[config.mk]
export PLATFORM = sky130hd
export DESIGN_NAME = collision_sequencer
export DESIGN_NICKNAME = d
export VERILOG_FILES = /design/src/rtl/lbm_pkg.sv /design/src/rtl/collision_sequencer.sv
export SDC_FILE = /design/constraint.sdc
export NUM_CORES = 1
export LEC_CHECK = 0
export CAP_MARGIN = 30
export CORE_ASPECT_RATIO = 0.7
export CORE_UTILIZATION = 40
export DETAILED_ROUTE_END_ITERATION = 16
export PLACE_DENSITY = 0.74
export SLEW_MARGIN = 10
export SYNTH_ARGS = -nofsm -noshare
export SYNTH_HDL_FRONTEND = slang
export SYNTH_SLANG_ARGS = --single-unit
export TNS_END_PERCENT = 10
[constraint.sdc]
create_clock -name clk_in -period 6.9 [get_ports clk_in]
set_input_delay 1.38 -clock clk_in [delete_from_list [all_inputs] [get_ports clk_in]]
set_output_delay 1.38 -clock clk_in [all_outputs]
set_load 0.03 [all_outputs]
[src/rtl/lbm_pkg.sv]
// Shared LBM types: one 8-bit density per lattice direction, nine directions per cell,
// plus the state encoding used by the collision sequencer.
package lbm_pkg;

    localparam int Q = 9;

    typedef logic [7:0] density_t;
    typedef density_t [8:0] cell_t;

    typedef enum logic [2:0] {
        IDLE    = 3'd0,
        RD_WAIT = 3'd1,
        COLLIDE = 3'd2,
        WRITE   = 3'd3,
        FINISH  = 3'd4
    } seq_state_t;

endpackage

[src/rtl/collision_sequencer.sv]
// Collision sequencer: walks every lattice cell in address order, reads its density word from
// BRAM, hands it to the collision engine, waits for the engine's done pulse (or a timeout) and
// writes the result back to the same address. Cells are processed strictly one at a time, so a
// write always completes before the next read is issued.
module collision_sequencer
    import lbm_pkg::*;
#(
    parameter int GRID_W  = 64,
    parameter int GRID_H  = 48,
    parameter int ADDR_W  = 12,
    parameter int RD_LAT  = 2,
    parameter int TIMEOUT = 63
) (
    input  logic              clk_in,
    input  logic              rst_in,
    input  logic              start_in,
    output logic              busy_out,
    output logic              done_out,
    output logic              err_out,
    output logic [ADDR_W-1:0] bram_addr_out,
    input  cell_t             bram_rd_data_in,
    output logic              bram_we_out,
    output cell_t             bram_wr_data_out,
    output cell_t             coll_data_out,
    output logic              coll_valid_out,
    input  cell_t             coll_data_in,
    input  logic              coll_done_in
);

    // Last cell address of the lattice and the wait-counter limits, sized to their registers.
    localparam logic [ADDR_W-1:0] LAST_ADDR = ADDR_W'(GRID_W * GRID_H - 1);
    localparam logic [7:0]        RD_LIMIT  = 8'(RD_LAT);
    localparam logic [7:0]        TO_LIMIT  = 8'(TIMEOUT - 1);

    seq_state_t        r_state;
    logic [ADDR_W-1:0] r_addr;
    logic [7:0]        r_wait;
    logic              r_busy;
    logic              r_done;
    logic              r_err;
    logic              r_we;
    logic              r_collValid;
    cell_t             r_collData;
    cell_t             r_wrData;

    // Sequencer FSM: address counter, shared read/collide wait counter and all registered outputs.
    always_ff @(posedge clk_in or posedge rst_in) begin
        if (rst_in) begin
            r_state     <= IDLE;
            r_addr      <= '0;
            r_wait      <= '0;
            r_busy      <= 1'b0;
            r_done      <= 1'b0;
            r_err       <= 1'b0;
            r_we        <= 1'b0;
            r_collValid <= 1'b0;
            r_collData  <= '0;
            r_wrData    <= '0;
        end else begin
            r_collValid <= 1'b0;
            r_we        <= 1'b0;
            r_done      <= 1'b0;
            case (r_state)
                IDLE: begin
                    if (start_in) begin
                        r_err   <= 1'b0;
                        r_addr  <= '0;
                        r_wait  <= '0;
                        r_busy  <= 1'b1;
                        r_state <= RD_WAIT;
                    end
                end
                RD_WAIT: begin
                    if (r_wait == RD_LIMIT) begin
                        r_collData  <= bram_rd_data_in;
                        r_collValid <= 1'b1;
                        r_wait      <= '0;
                        r_state     <= COLLIDE;
                    end else begin
                        r_wait <= r_wait + 8'd1;
                    end
                end
                COLLIDE: begin
                    if (coll_done_in) begin
                        r_wrData <= coll_data_in;
                        r_we     <= 1'b1;
                        r_state  <= WRITE;
                    end else if (r_wait == TO_LIMIT) begin
                        r_err    <= 1'b1;
                        r_wrData <= r_collData;
                        r_we     <= 1'b1;
                        r_state  <= WRITE;
                    end else begin
                        r_wait <= r_wait + 8'd1;
                    end
                end
                WRITE: begin
                    if (r_addr == LAST_ADDR) begin
                        r_done  <= 1'b1;
                        r_busy  <= 1'b0;
                        r_state <= FINISH;
                    end else begin
                        r_addr  <= r_addr + ADDR_W'(1);
                        r_wait  <= '0;
                        r_state <= RD_WAIT;
                    end
                end
                FINISH: begin
                    r_addr  <= '0;
                    r_state <= IDLE;
                end
                default: begin
                    r_state <= IDLE;
                end
            endcase
        end
    end

    assign busy_out         = r_busy;
    assign done_out         = r_done;
    assign err_out          = r_err;
    assign bram_addr_out    = r_addr;
    assign bram_we_out      = r_we;
    assign bram_wr_data_out = r_wrData;
    assign coll_data_out    = r_collData;
    assign coll_valid_out   = r_collValid;

endmodule

==> summary by stage, run 1 <==
Detailed routing
The via count is just under 6000. The routed length per instance is between 15 and 20 um. The count of routing violations after the opening detailed-route iteration is between 300 and 400. The first TritonRoute pass finished after 4 iterations. Dividing the detail-routed via count by the number of cells gives about 5.

The final routed DRC violation total is 0. Once detail routing completed, the nets flagged for antenna violations numbered 0. Wires add up to 20700 um.

GRT
The via count of the first global-routing pass is just under 6000. The largest net degree at the start of global routing is 110. Global routing finished with a remaining overflow of 0.

The global-route usage over all layers is 20.72%. The number of antenna violations at the first check in global routing was 0. The first global-routing pass estimated ~32000 um of wire.

Worst setup path
The signal on the critical path passes through clkdlybuf4s50_1. The startpoint kind of the worst setup timing path is a flop. Along the worst path, the maximum fanout reaches 9. The buffer and inverter count on the worst path is 1. The required time at the endpoint of the critical path is about 5.5 ns.

The critical path is of the flop to output pin type. At the worst endpoint, the arrival time is 1.72 ns. The slowest stage of the critical path belongs to the cell clkdlybuf4s50_1.

The worst setup path is captured at an output pin. The cell family with the largest share of critical-path delay is buffers and inverters. The longest individual stage delay on the worst path is between 0.7 and 0.8 ns.

STA
The final hold slack is 0.5037 ns. The hold violation count in the final report is 0. The transition time of the tightest slew-check pin is ~0.98 ns. After layout, the worst path uses between 40% and 50% of the clock period. Setup violations remaining at the end of the flow were counted as 0. In the final timing run, aggregate negative setup slack is 0 ns. Subtracting the final worst setup slack from the clock period gives about 3.1 ns. The clock arrives with between 0.015 and 0.02 ns of skew. The achievable clock frequency is between 300 and 400 MHz. Headroom to the max-slew limit came out at between 30% and 40%. The total count of max-transition violations in the final report is 0. Setup repair after global routing left no endpoint under its margin.

Placed design
The instance area after placement is 11080 sq um. The HPWL after detailed placement is 14510 um. The total placed cells including tap cells is between 1000 and 1500. In this run the tool buffered the top-level ports with around 300 buffer cells. The weighted congestion at the end of routability-driven global placement is between 0.7 and 0.8.

Clock network
The clock input transition at the sequential cells of the worst setup and hold paths is roughly 0.070 ns. Hold repair after CTS inserted 0 buffers. The later-pin clock latency in the skew report is 0.43 ns. The CTS sink count is about 170.

The setup fix buffers added after clock tree synthesis is 0. In this run the clock root is driven by a clkbuf_16. The clock tree synthesis step divided the H-tree into 4 levels.

The number of instances resized during post-cts repair is 0. The longest clock path from root to sink contains 2 buffers. The clock buffer count from CTS is 17. The clock tree from TritonCTS is done.

Yosys
The cell area after synthesis is slightly below 8000 sq um. A synthesized cell averages ~13 sq um. The most used flip-flop cell after synthesis is dfrtp_1. The number of nets handed over by synthesis was slightly below 800. Yosys mapped a number of flops with a built-in enable equal to 0. In this run, synthesis produced a sequential element count of ~170. The Yosys step of the flow raised 0 warnings. The async set-or-reset flop fraction in the synthesized netlist is 100.0%. The sequential area share after synthesis is 54.34%. Synthesis produced a netlist whose cell count is 627. Yosys mapped the design onto 52 distinct sky130hd cell types.

Die
The vertical extent of the die is roughly 120 um. The floorplan step set the die width to roughly 170 um. The initial core utilization is 41.41%. The floorplan has 42 rows.

The count of pins on the block boundary is around 310. In this run the standard cell core region covers around 19000 sq um. The area enclosed by the die boundary is between 20000 and 25000 sq um.

Power and ir drop
In this run switching power makes up around two fifths of total power. Summed over all nets, the switching power comes to about 2.4 mW. The power density over cell area is 501.2 nW/um^2. The leakage component of the power is ~5.1 nW.

The highest ir drop seen on vdd is 0.0002661 V. In this run, the combinational gates consume a little over half of the power. The share of total power dissipated in the clock network is roughly 17%.

The proportion of power drawn by flip-flops and latches is between 30% and 40%. The internal power contribution is 3.482 mW.

Layout
The final instance area is 11690 sq um. The share of cells above drive strength 1 is 13.70%. After the flow finishes, the layout carries non-filler instances totaling ~1200. Relative to the synthesized area, the layout overhead comes to 47.53%.

The total inserted antenna cells is 0. At the end of the flow, the number of nets in the layout was 1073.

Flow run
The reported max-cap violation count is 0.

Run status
The run finished with clean final reports.

Min path
The worst hold path class is flop to flop.
## layout make-up
type	instances	area [sq um]
Tap cell	264	330.3
Multi-Input combinational cell	413	3292
Clock buffer	17	425.4
Clock inverter	14	180.2
Inverter	5	23.77
Timing Repair Buffer	313	3131
Fill cell	1556	7442
Sequential cell	172	4304
## Yosys cell counts, types with 5 or more instances
master / number / area (sq um)
nor2_1: 93 / 349.1
and3_1: 5 / 31.28
buf_2: 12 / 60.06
mux2i_1: 72 / 720.7
inv_1: 5 / 18.77
o21ai_0: 16 / 80.08
nand2_1: 16 / 60.06
buf_4: 10 / 75.07
nand3_1: 5 / 25.02
buf_12: 7 / 140.1
mux2_4: 70 / 1051
clkbuf_1: 6 / 22.52
dfrtp_1: 172 / 4304
a21oi_1: 74 / 370.4
## registers in the layout, summed over array words and instances (netlist names)
signal	count
bram_we_out	1
done_out	1
coll_valid_out	1
err_out	1
coll_data_out	72
bram_wr_data_out	72
bram_addr_out	12
r_state	3
r_wait	8
busy_out	1
## routing by layer
metal	up-vias	part of all wire [%]	global-route usage [%]	wire (um)
li1	2817	-	-	-
met1	2823	46	27.78	9569
met2	184	45	32.40	9395
met3	16	7.3	6.695	1519
met4	0	1.0	5.124	215
met5	-	0	0	0
## stage by stage
stage	setup WS, ns	power [mW]	util, %
2_1_floorplan	0.8599	3.696	-
3_3_place_gp	3.479	4.837	57.93
3_5_place_dp	3.440	4.883	57.93
4_1_cts	3.793	5.911	61.09
5_1_grt	3.684	6.158	61.09
6_report	3.798	5.857	61.09
## path summary, 6_finish.rpt
kind	from	to	slack [ns]	depth (start not counted)
min in group asynchronous	rst_in	coll_data_out[27]$_DFFE_PP0P_	1.47	2
min	err_out$_DFFE_PP0P_	err_out$_DFFE_PP0P_	0.50	1
max reg2reg	r_wait[0]$_DFFE_PP0P_	coll_data_out[62]$_DFFE_PP0P_	3.85	7
max	bram_addr_out[6]$_DFFE_PP0P_	bram_addr_out[6]	3.80	1
min reg2reg	err_out$_DFFE_PP0P_	err_out$_DFFE_PP0P_	0.50	1
max in group asynchronous	rst_in	r_wait[5]$_DFFE_PP0P_	4.23	3
## placed cells by master (no fill, tap or decap), types with 2 or more instances in the layout
master,synthesis,layout
clkdlybuf4s50_1,0,307
dfrtp_1,172,172
nor2_1,93,93
a21oi_1,74,74
mux2i_1,72,72
mux2_4,70,70
clkbuf_16,0,17
nand2_1,16,16
o21ai_0,16,16
inv_6,0,6
nand3_1,5,5
and3_1,5,5
buf_4,10,5
nand2b_1,4,4
nor3_1,4,4
inv_1,5,4
a221o_1,4,4
a22o_1,4,4
nand4_1,3,3
mux2_2,3,3
ha_1,3,3
bufinv_16,0,3
nor4_4,2,2
nand4_4,2,2
and2_1,2,2
nor4_1,2,2
or2_2,2,2
o31ai_1,2,2
a211o_1,2,2
a31oi_1,2,2
clkinv_4,0,2
clkinv_2,0,2
## power groups by stage
stage	clock, mW	combinational, mW	sequential, mW
after floorplan	0	1.05	2.64
after global placement	0	3.03	1.80
after detailed placement	0	3.06	1.82
after CTS	1.03	3.08	1.81
after global routing	1.08	3.21	1.87
final	1.01	3.05	1.80
## logic make-up (layout without fill, tap and decap cells)
kind of cell             after synthesis  count (layout)  share of synthesized area, %
buffers and inverters                 42             349                         4.107
multiplexers                         145             145                         22.79
flip-flops                           172             172                         54.34
AND/OR/NAND/NOR                      149             149                         9.493
adder cells (fa/ha/maj)                3               3                        0.4739
AO/OA/AOI/OAI                        116             116                         8.798
No activity file was read; power rests on OpenSTA's default activity.
==> run 2: changes to the inputs <==
--- a/config.mk
+++ b/config.mk
@@ -9,7 +9,7 @@
 export CORE_ASPECT_RATIO = 0.7
 export CORE_UTILIZATION = 40
 export DETAILED_ROUTE_END_ITERATION = 16
-export PLACE_DENSITY = 0.74
+export PLACE_DENSITY = 0.77
 export SLEW_MARGIN = 10
 export SYNTH_ARGS = -nofsm -noshare
 export SYNTH_HDL_FRONTEND = slang
==> constraint.sdc (replaced) <==
create_clock -name clk_in -period 2.56 [get_ports clk_in]
set_input_delay 0.512 -clock clk_in [delete_from_list [all_inputs] [get_ports clk_in]]
set_output_delay 0.512 -clock clk_in [all_outputs]
set_load 0.03 [all_outputs]
==> run 2 against run 1 <==
Combinational power grew to 2.7 times the previous value. Final area is 0.84% higher. Wire length is 3.6% higher. Critical path depth stayed put. First-iteration DRC count is 29% lower. Final cell count is 0.58% higher. Power grew to 2.7 times the previous value. Global-route usage is 0.58 points higher. Largest power group unchanged. Sequential share of layout area is 0.31 points lower. Die area stayed put. Largest cell class unchanged. Hold slack worse by 0.015 ns.
==> summary by stage, run 2 (synthesis gave the netlist of run 1 again) <==
Run status
Outcome: finished clean (unchanged).

Clock network
The clock tree from TritonCTS is done (unchanged). The number of instances resized during post-cts repair is 0 (unchanged). The root buffer cell is clkbuf_16 (unchanged). The clock input transition at the sequential cells of the worst setup and hold paths came to 0.08 ns (was 0.07 ns).

The maximum number of buffers from clock root to sink is 2 (unchanged). The H-tree depth reported by CTS is 4 (unchanged). The quantity of hold-fixing buffers added after cts is 0 (unchanged). The setup fix buffers added after clock tree synthesis is 0 (unchanged). The later-pin clock latency in the skew report is 0.43 ns (about the same).

The CTS sink count is 172 (unchanged). The clock buffer count from CTS is 17 (unchanged).

Detailed routing
The routed length per instance was 17.80 um (was 17.28 um). The remaining antenna violation count after routing is 0 (unchanged). The number of vias per cell is 4.929 (was 4.875). The count of routing violations after the opening detailed-route iteration is 270 (was 378). The final routed DRC violation total is 0 (unchanged). The via count came to 5940 (was 5840). The number of optimization iterations in the first detailed-route pass came to 4 (unchanged). The total routed wirelength is 21450 um (was 20700 um).

Power and ir drop
The leakage component of the power was 5.178 nW (was 5.141 nW). The power density over cell area is 1332 nW/um^2 (was 501.2 nW/um^2). The highest ir drop seen on vdd is 0.0006839 V (was 0.0002661 V).

Worst setup path
The longest individual stage delay on the worst path came to 0.74 ns (was 0.75 ns). The cell at the slowest stage of the critical path is clkdlybuf4s50_1 (unchanged). The category of the critical setup timing path is flop to output pin (unchanged). The buffer and inverter count on the worst path is 1 (unchanged).

The data arrival time of the worst path is 1.70 ns (was 1.72 ns). The cell family with the largest share of critical-path delay is buffers and inverters (unchanged). The startpoint kind of the worst setup timing path is a flop (unchanged). The element type at the critical path end was an output pin (unchanged). Crit-path cells: clkdlybuf4s50_1 (unchanged).

The required time at the endpoint of the critical path came to 2.05 ns (was 5.52 ns). The critical-path maximum fanout was 9 (unchanged).

Die
The number of placement rows is 42 (unchanged). The initial core utilization is 41.41% (unchanged). The vertical extent of the die is 119.7 um (unchanged).

The area enclosed by the die boundary is 20380 sq um (unchanged). The die extent in x is 170.2 um (unchanged). The placeable core region is 19130 sq um (unchanged). The count of pins on the block boundary is 309 (unchanged).

GRT
The residual overflow from global routing came to 0 (unchanged). The wire length of the first global-routing pass is 33200 um (was 32330 um). The largest net degree at the start of global routing is 74 (was 110).

The global-route usage over all layers came to 21.31% (was 20.72%). The number of antenna violations at the first check in global routing is 0 (unchanged). The via count of the first global-routing pass is 6025 (was 5774).

Placed design
The HPWL after detailed placement is 15330 um (was 14510 um). The weighted congestion at the end of routability-driven global placement is 0.8011 (was 0.7764). The total placed cells including tap cells was 1173 (was 1167). The number of port buffers came to 308 (unchanged).

STA
The worst slew margin relative to its limit is 56.57% (was 34.75%). The number of setup violations in the final report was 0 (unchanged). The total count of max-transition violations in the final report came to 0 (unchanged). Unrepaired setup endpoints after global routing: no (unchanged). The setup clock skew after layout is 0.01787 ns (was 0.01622 ns). The setup TNS is 0 ns (unchanged). The clock period could shrink to approximately 2.2 ns. The part of the cycle the worst path needs is about 86%. For this run, the top clock speed supported by timing is ~450 MHz. The hold violation count in the final report is 0 (unchanged). The transition time of the tightest slew-check pin came to 0.6514 ns (was 0.9787 ns).

Layout
The signed area change from the synthesized netlist to the final layout was 48.76% (was 47.53%). Top library cells by usage in the layout, fill and taps aside: 307 x clkdlybuf4s50_1, 172 x dfrtp_1, 93 x nor2_1, 74 x a21oi_1, 72 x mux2i_1 (unchanged). The final-layout fill cell count is 1590 (was 1556).

The share of cells above drive strength 1 was 14.24% (was 13.70%). The total inserted antenna cells is 0 (unchanged). The most common cell after layout, fill and taps aside is clkdlybuf4s50_1 (unchanged). The number of standard cells in the layout, taps in and fillers out is 1205 (was 1198).

The number of nets in the layout is 1079 (was 1073).

Flow run
The reported max-cap violation count is 0 (unchanged).

Min path
The worst hold path class is input port to async pin (was flop to flop).
## run 2: report_power, final
group / total, mW / switching (mW) / leakage [nW] / internal, mW
clock network: 2.55 / 1.16 / 0.281 / 1.39
registers: 4.88 / 0.920 / 2.09 / 3.96
logic: 8.27 / 4.36 / 2.81 / 3.91
## run 2: final timing paths
check                                             start                       endpoint  slack (ns)  cells after the start
min reg2reg                         err_out$_DFFE_PP0P_            err_out$_DFFE_PP0P_        0.50                      1
max                        bram_addr_out[6]$_DFFE_PP0P_               bram_addr_out[6]        0.35                      1
max in group asynchronous                        rst_in  coll_data_out[52]$_DFFE_PP0P_        1.37                      3
min in group clk_in                 err_out$_DFFE_PP0P_            err_out$_DFFE_PP0P_        0.50                      1
min                                              rst_in  coll_data_out[29]$_DFFE_PP0P_        0.49                      2
max reg2reg                       r_wait[0]$_DFFE_PP0P_   coll_data_out[6]$_DFFE_PP0P_        0.44                      7
## run 2: area by class of cell
| type | instances | area, sq um | share of cell area, % |
|---|---|---|---|
| Inverter | 5 | 22.52 | 0.1911 |
| Tap cell | 264 | 330.3 | 2.803 |
| Clock buffer | 19 | 442.9 | 3.759 |
| Sequential cell | 172 | 4304 | 36.53 |
| Timing Repair Buffer | 319 | 3263 | 27.69 |
| Clock inverter | 13 | 128.9 | 1.094 |
| Multi-Input combinational cell | 413 | 3292 | 27.94 |
## run 2: worst reg2reg max path, stage by stage (launching register included)
cell and delay, ns:
dfrtp_1 0.41, inv_1 0.09, ha_1 0.15, nor3b_4 0.31, nand4_4 0.18, nor2_8 0.16
buf_12 0.30, mux2_2 0.41
## run 2: per-stage QoR
step	util, %	power [mW]	cell area, sq um	worst slack, ns	hold slack [ns]
after floorplan	-	9.963	7925	-0.1487	0.5486
after global placement	58.61	13.06	11210	0.3542	0.4815
after detailed placement	58.61	13.23	11210	0.3344	0.4879
after CTS	61.60	15.86	11780	0.3296	0.4848
after global routing	61.60	16.46	11780	0.2813	0.5213
final	61.60	15.70	11780	0.3482	0.4890
## run 2: metal layers
metal / track usage (%) / wire, um / part of all wire, %
met1: 27.03 / 9058 / 42
met4: 7.151 / 372 / 1.7
met3: 6.596 / 1757 / 8.2
met2: 34.48 / 10260 / 48
met5: 0 / 0 / 0
